==> src/rtl/pc_next_unit_pkg.sv <==
// Shared core definitions: branch funct3 codes, PC-unit FSM states and
// default reset/trap vectors.
package pc_next_unit_pkg;

  localparam logic [2:0] BR_BEQ  = 3'b000;
  localparam logic [2:0] BR_BNE  = 3'b001;
  localparam logic [2:0] BR_BLT  = 3'b100;
  localparam logic [2:0] BR_BGE  = 3'b101;
  localparam logic [2:0] BR_BLTU = 3'b110;
  localparam logic [2:0] BR_BGEU = 3'b111;

  localparam logic [31:0] DEF_RESET_VEC = 32'h0000_0000;
  localparam logic [31:0] DEF_TRAP_VEC  = 32'h0000_0100;

  typedef enum logic {
    ST_RUN  = 1'b0,
    ST_PEND = 1'b1
  } pc_state_e;

endpackage

==> src/rtl/pc_next_unit_if.sv <==
// Control/operand bus between decode/ALU and the PC unit.
interface pc_next_unit_if #(
  parameter int XLEN = 32
);
  logic            stall;
  logic            branch;
  logic [2:0]      br_type;
  logic            jal;
  logic            jalr;
  logic [XLEN-1:0] op_a;
  logic [XLEN-1:0] op_b;
  logic [XLEN-1:0] imm_ext;
  logic            ext_redir;
  logic [XLEN-1:0] ext_pc;
  logic [XLEN-1:0] pc;
  logic [XLEN-1:0] pc_plus4;
  logic            taken;
  logic            trap;
  logic [XLEN-1:0] epc;
  logic            pending;

  modport master (
    output stall, branch, br_type, jal, jalr, op_a, op_b, imm_ext,
           ext_redir, ext_pc,
    input  pc, pc_plus4, taken, trap, epc, pending
  );

  modport slave (
    input  stall, branch, br_type, jal, jalr, op_a, op_b, imm_ext,
           ext_redir, ext_pc,
    output pc, pc_plus4, taken, trap, epc, pending
  );
endinterface

==> src/rtl/pc_next_unit_branch_cmp.sv <==
// Combinational RV32 branch condition evaluator; unused funct3 codes
// (010/011) resolve to not-taken.
module branch_cmp
  import pc_next_unit_pkg::*;
#(
  parameter int XLEN = 32
) (
  input  logic [XLEN-1:0] op_a,
  input  logic [XLEN-1:0] op_b,
  input  logic [2:0]      br_type,
  output logic            cond
);

  always_comb begin
    cond = 1'b0;
    case (br_type)
      BR_BEQ:  cond = (op_a == op_b);
      BR_BNE:  cond = (op_a != op_b);
      BR_BLT:  cond = ($signed(op_a) <  $signed(op_b));
      BR_BGE:  cond = ($signed(op_a) >= $signed(op_b));
      BR_BLTU: cond = (op_a <  op_b);
      BR_BGEU: cond = (op_a >= op_b);
      default: cond = 1'b0;
    endcase
  end

endmodule

==> src/rtl/pc_next_unit.sv <==
// Architectural PC register with branch/jump resolution, misaligned-target
// trap and a stall-tolerant external redirect buffer.
module pc_next_unit
  import pc_next_unit_pkg::*;
#(
  parameter int              XLEN      = 32,
  parameter logic [XLEN-1:0] RESET_VEC = DEF_RESET_VEC,
  parameter logic [XLEN-1:0] TRAP_VEC  = DEF_TRAP_VEC,
  parameter int              IALIGN    = 4
) (
  input  logic           clk,
  input  logic           reset,
  pc_next_unit_if.slave  bus
);

  localparam int AB = $clog2(IALIGN);

  pc_state_e       state;
  logic [XLEN-1:0] pc_q;
  logic [XLEN-1:0] epc_q;
  logic [XLEN-1:0] redir_tgt;
  logic            trap_q;

  logic            cond;
  logic            taken;
  logic [XLEN-1:0] pc_plus4;
  logic [XLEN-1:0] br_tgt;
  logic [XLEN-1:0] jalr_sum;
  logic [XLEN-1:0] target;
  logic [XLEN-1:0] ext_al;
  logic            misalign;

  branch_cmp #(.XLEN(XLEN)) u_cmp (
    .op_a    (bus.op_a),
    .op_b    (bus.op_b),
    .br_type (bus.br_type),
    .cond    (cond)
  );

  assign pc_plus4 = pc_q + XLEN'(4);
  assign br_tgt   = pc_q + bus.imm_ext;
  assign jalr_sum = bus.op_a + bus.imm_ext;
  assign taken    = bus.jal | bus.jalr | (bus.branch & cond);

  // JAL and branch share pc+imm; only JALR differs, so it alone needs priority.
  assign target   = bus.jalr ? {jalr_sum[XLEN-1:1], 1'b0} : br_tgt;
  assign misalign = taken && (target[AB-1:0] != '0);
  assign ext_al   = {bus.ext_pc[XLEN-1:AB], {AB{1'b0}}};

  always_ff @(posedge clk) begin
    if (!reset) begin
      state     <= ST_RUN;
      pc_q      <= RESET_VEC;
      epc_q     <= '0;
      redir_tgt <= '0;
      trap_q    <= 1'b0;
    end else begin
      trap_q <= 1'b0;
      case (state)
        ST_RUN: begin
          if (bus.stall) begin
            if (bus.ext_redir) begin
              state     <= ST_PEND;
              redir_tgt <= ext_al;
            end
          end else if (bus.ext_redir) begin
            pc_q <= ext_al;
          end else if (misalign) begin
            pc_q   <= TRAP_VEC;
            epc_q  <= pc_q;
            trap_q <= 1'b1;
          end else if (taken) begin
            pc_q <= target;
          end else begin
            pc_q <= pc_plus4;
          end
        end
        ST_PEND: begin
          // The buffered redirect owns the first unstalled cycle.
          if (bus.stall) begin
            if (bus.ext_redir) redir_tgt <= ext_al;
          end else begin
            pc_q  <= redir_tgt;
            state <= ST_RUN;
          end
        end
        default: state <= ST_RUN;
      endcase
    end
  end

  assign bus.pc       = pc_q;
  assign bus.pc_plus4 = pc_plus4;
  assign bus.taken    = taken;
  assign bus.trap     = trap_q;
  assign bus.epc      = epc_q;
  assign bus.pending  = (state == ST_PEND);

endmodule

==> src/flat_wrapper.sv <==
// flat-port wrapper written by rule: the top's interface ports become plain ports
module pc_next_unit_flat import pc_next_unit_pkg::*;
#(
  parameter int              XLEN      = 32,
  parameter logic [XLEN-1:0] RESET_VEC = DEF_RESET_VEC,
  parameter logic [XLEN-1:0] TRAP_VEC  = DEF_TRAP_VEC,
  parameter int              IALIGN    = 4
)
  (clk, reset, bus_stall, bus_branch, bus_br_type, bus_jal, bus_jalr, bus_op_a, bus_op_b, bus_imm_ext, bus_ext_redir, bus_ext_pc, bus_pc, bus_pc_plus4, bus_taken, bus_trap, bus_epc, bus_pending);
  pc_next_unit_if #(.XLEN(XLEN)) bus_i ();
  input  logic clk;
  input  logic reset;
  input wire logic [$bits(bus_i.stall)-1:0] bus_stall;
  input wire logic [$bits(bus_i.branch)-1:0] bus_branch;
  input wire logic [$bits(bus_i.br_type)-1:0] bus_br_type;
  input wire logic [$bits(bus_i.jal)-1:0] bus_jal;
  input wire logic [$bits(bus_i.jalr)-1:0] bus_jalr;
  input wire logic [$bits(bus_i.op_a)-1:0] bus_op_a;
  input wire logic [$bits(bus_i.op_b)-1:0] bus_op_b;
  input wire logic [$bits(bus_i.imm_ext)-1:0] bus_imm_ext;
  input wire logic [$bits(bus_i.ext_redir)-1:0] bus_ext_redir;
  input wire logic [$bits(bus_i.ext_pc)-1:0] bus_ext_pc;
  output wire logic [$bits(bus_i.pc)-1:0] bus_pc;
  output wire logic [$bits(bus_i.pc_plus4)-1:0] bus_pc_plus4;
  output wire logic [$bits(bus_i.taken)-1:0] bus_taken;
  output wire logic [$bits(bus_i.trap)-1:0] bus_trap;
  output wire logic [$bits(bus_i.epc)-1:0] bus_epc;
  output wire logic [$bits(bus_i.pending)-1:0] bus_pending;
  assign bus_i.stall = bus_stall;
  assign bus_i.branch = bus_branch;
  assign bus_i.br_type = bus_br_type;
  assign bus_i.jal = bus_jal;
  assign bus_i.jalr = bus_jalr;
  assign bus_i.op_a = bus_op_a;
  assign bus_i.op_b = bus_op_b;
  assign bus_i.imm_ext = bus_imm_ext;
  assign bus_i.ext_redir = bus_ext_redir;
  assign bus_i.ext_pc = bus_ext_pc;
  assign bus_pc = bus_i.pc;
  assign bus_pc_plus4 = bus_i.pc_plus4;
  assign bus_taken = bus_i.taken;
  assign bus_trap = bus_i.trap;
  assign bus_epc = bus_i.epc;
  assign bus_pending = bus_i.pending;
  pc_next_unit #(.XLEN(XLEN), .RESET_VEC(RESET_VEC), .TRAP_VEC(TRAP_VEC), .IALIGN(IALIGN)) u_core (.clk(clk), .reset(reset), .bus(bus_i));
endmodule
==> config.mk <==
export PLATFORM = sky130hd
export DESIGN_NAME = pc_next_unit_flat
export DESIGN_NICKNAME = d
export VERILOG_FILES = /design/src/rtl/pc_next_unit_pkg.sv /design/src/rtl/pc_next_unit_if.sv /design/src/rtl/pc_next_unit_branch_cmp.sv /design/src/rtl/pc_next_unit.sv /design/src/flat_wrapper.sv
export SDC_FILE = /design/constraint.sdc
export NUM_CORES = 1
export LEC_CHECK = 0
export BUFFER_PORTS_ARGS = -buffer_cell sky130_fd_sc_hd__clkbuf_2
export CORE_MARGIN = 10
export CORE_UTILIZATION = 60
export DETAILED_ROUTE_END_ITERATION = 12
export GPL_TIMING_DRIVEN = 0
export PLACE_DENSITY = 0.95
export SYNTH_ARGS = -nofsm -noshare
export SYNTH_HDL_FRONTEND = slang
export SYNTH_HIERARCHICAL = 1
export SYNTH_SLANG_ARGS = --single-unit
==> constraint.sdc <==
create_clock -name clk -period 8.9 [get_ports clk]
set_clock_uncertainty 0.05 [all_clocks]
set_input_delay 2.67 -clock clk [delete_from_list [all_inputs] [get_ports clk]]
set_output_delay 2.67 -clock clk [all_outputs]
set_load 0.02 [all_outputs]
==> impl_metrics.json <==
{
  "synth_cells": 1311,
  "ys_types": 83,
  "synth-xor-area-share": 0.06812,
  "power.density_nw_per_um2": 131.0,
  "fp.coreArea_sq_um": 15370,
  "fin_nets": 1788,
  "syn_area_per_cell_sq_um": 7.244,
  "slew_headroom": 0.1947,
  "tightestPinTransition_ns": 1.197,
  "grt_first_pass_wirelength_um": 57960,
  "synth_seq_cells": 96,
  "postRouteAntennaNets": 0,
  "cp.required_ns": 6.18,
  "synth_top_family_by_area": "compound AO/OA/AOI/OAI gates",
  "synth_edf_count": 0,
  "die-height_um": 145.8,
  "routed-via-count": 11370,
  "yosys.area_share.adder": 0.1281,
  "synth_commonest_cells": "nand2_1, a21oi_1, dfxtp_1, ha_1, nor2_1",
  "critPathArrivalTime_ns": 6.04,
  "post-route-period-util": 0.9838,
  "status": "completed",
  "synth_top_area_share": 0.2024,
  "power_leakage_uw": 0.005253,
  "synth-simple-area-share": 0.2248,
  "synth_compound_area_frac": 0.3166,
  "synth_area_sq_um": 9497,
  "synth_most_common_cell": "nand2_1",
  "firstDrtPassIters": 6,
  "dieArea_sq_um": 21260,
  "diodes": 0,
  "root_buffer": "clkbuf_16",
  "first_iter_violations": 1224,
  "critPathKind": "in2out",
  "post-cts-setup-buffers": 0,
  "grt_pass1_vias": 10950,
  "fin_util": 0.7306,
  "async_reset_ff_frac": 0,
  "drc": 0,
  "start_util": 0.6178,
  "ir_drop_mv": 0.1110,
  "fin_crit_ns": 8.755,
  "ys_seq_area_frac": 0.2024,
  "met2WireLength_um": 17090,
  "synthMuxAreaShare": 0.007378,
  "yosys.area.top_type": "dfxtp_1",
  "synthFlopType": "dfxtp_1",
  "drv_cap": 0,
  "wl_met3_um": 4221,
  "grt_max_degree": 19,
  "hold_viol_final": 0,
  "drt-met1-wl_um": 14570,
  "antenna_found_initial": 0,
  "finalSetupViolCount": 0,
  "synth_warnings": 6,
  "htree_num_levels": 3,
  "grt_overflow": 0,
  "ios": 237,
  "drt_wl_total_um": 37850,
  "vias_per_cell": 6.426,
  "gp_congestion": 1.015,
  "port_buffers": 232,
  "area_delta_synth_final_pct": 18.25,
  "cts_inserted_buffers": 9,
  "rrSetupSlack_ns": 5.33,
  "hold_path_class": "reg2reg",
  "power_uw": 1471,
  "synthTopCellsByArea": "dfxtp_1, ha_1, nand2_1",
  "num_rows": 45,
  "clkLatencyLatePin_ns": 0.35,
  "fmax_mhz": 114.2,
  "maxSlewViolCount": 0,
  "clockBufferDepth": 2,
  "rsz0062_at_grt": "no",
  "clkTransAtPathRegs_ns": 0.07,
  "routedWlPerCell_um": 21.38,
  "top_layer_used": "met4",
  "layout-drive-gt1-share": 0.1854,
  "end_kind": "output port",
  "whs_ns": 0.4086,
  "hold_buffers": 0,
  "crit_path_max_fanout": 10,
  "dp_hpwl_um": 30490,
  "cts_tree": "built",
  "cp-start-kind": "primary input",
  "clock_sinks": 96,
  "fp.dieW_um": 145.8,
  "synth_nets": 1545,
  "track_usage": 0.3318
}
==> flip-flops by register name (all words and copies together), names as in the netlist <==
name,cells
u_core/bus.epc,32
u_core/bus.pc,32
u_core/bus.pending,1
u_core/bus.trap,1
u_core/redir_tgt,30
==> cell type report <==
type	instances	area, sq um
timing repair buffer	232	1161
multi-input combinational	1087	7081
buffer	72	291.5
tap	211	264.0
inverter	56	214.0
clock buffer	10	239.0
sequential	96	1922
fill	1359	4141
clock inverter	6	57.56
==> per-stage QoR <==
stage,cell area (sq um),cells,setup TNS (ns),setup WS (ns)
2_1_floorplan,9497,1311,0,1.134
3_3_place_gp,10920,1754,-0.2451,-0.2451
3_5_place_dp,10920,1754,-0.3069,-0.3069
4_1_cts,11220,1770,0,0.02076
5_1_grt,11230,1770,0,0.1082
6_report,11230,1770,0,0.1446
==> where the power goes <==
| group | internal [uW] | total [uW] | switching, uW |
|---|---|---|---|
| Combinational | 218 | 593 | 375 |
| Clock | 205 | 392 | 187 |
| Sequential | 450 | 486 | 36.3 |
==> logic make-up after synthesis <==
family,after synthesis
flops,96
compound gates,447
fa+ha+maj,96
mux,7
buf+inv,128
xor+xnor,73
simple gates,464
==> worst max-delay path, stage by stage <==
cell,delay (ns)
clkbuf_2,0.10
ha_1,0.44
nand4_4,0.20
inv_1,0.07
a221oi_2,0.46
nand2_1,0.14
a211o_2,0.30
o211a_1,0.16
a21o_1,0.17
buf_2,0.17
nor2_1,0.15
clkbuf_2,0.37
clkinvlp_4,0.37
clkbuf_2,0.25
==> layer usage <==
metal / GRT usage / vias to the layer above
met5: 0 / -
met4: 0.1704 / 0
met3: 0.08041 / 156
met2: 0.5303 / 741
met1: 0.4046 / 5219
li1: - / 5258
==> repair_timing <==
| item | 4_1_cts | 5_1_grt |
|---|---|---|
| pin swaps | 0 | 1 |
| hold endpoints to repair | 0 | 0 |
| gates resized for setup | 1 | 2 |
| endpoints found under the setup margin | 1 | 1 |
==> worst paths after layout <==
| kind | from | endpoint | cells past startpoint |
|---|---|---|---|
| min reg2reg | u_core/bus.epc[21]$_SDFFE_PN0P_ | u_core/bus.epc[21]$_SDFFE_PN0P_ | 2 |
| min | u_core/bus.epc[21]$_SDFFE_PN0P_ | u_core/bus.epc[21]$_SDFFE_PN0P_ | 2 |
| max | bus_op_a[31] | bus_taken | 14 |
| max reg2reg | u_core/bus.pc[0]$_SDFFE_PN0P_ | u_core/bus.pc[29]$_SDFFE_PN0P_ | 11 |
==> placed cells by master, fill, tap and decap left out, drive strengths merged, types with 21 or more instances in the layout <==
cell / n
a21boi: 30
a21o: 46
a21oi: 142
and3: 23
clkbuf: 298
dfxtp: 96
ha: 94
inv: 59
nand2: 218
nand3: 35
nand4: 24
nor2: 83
nor3: 21
o211ai: 24
o21ai: 67
xnor2: 41
xor2: 32
(Power assumes the default switching activity.)
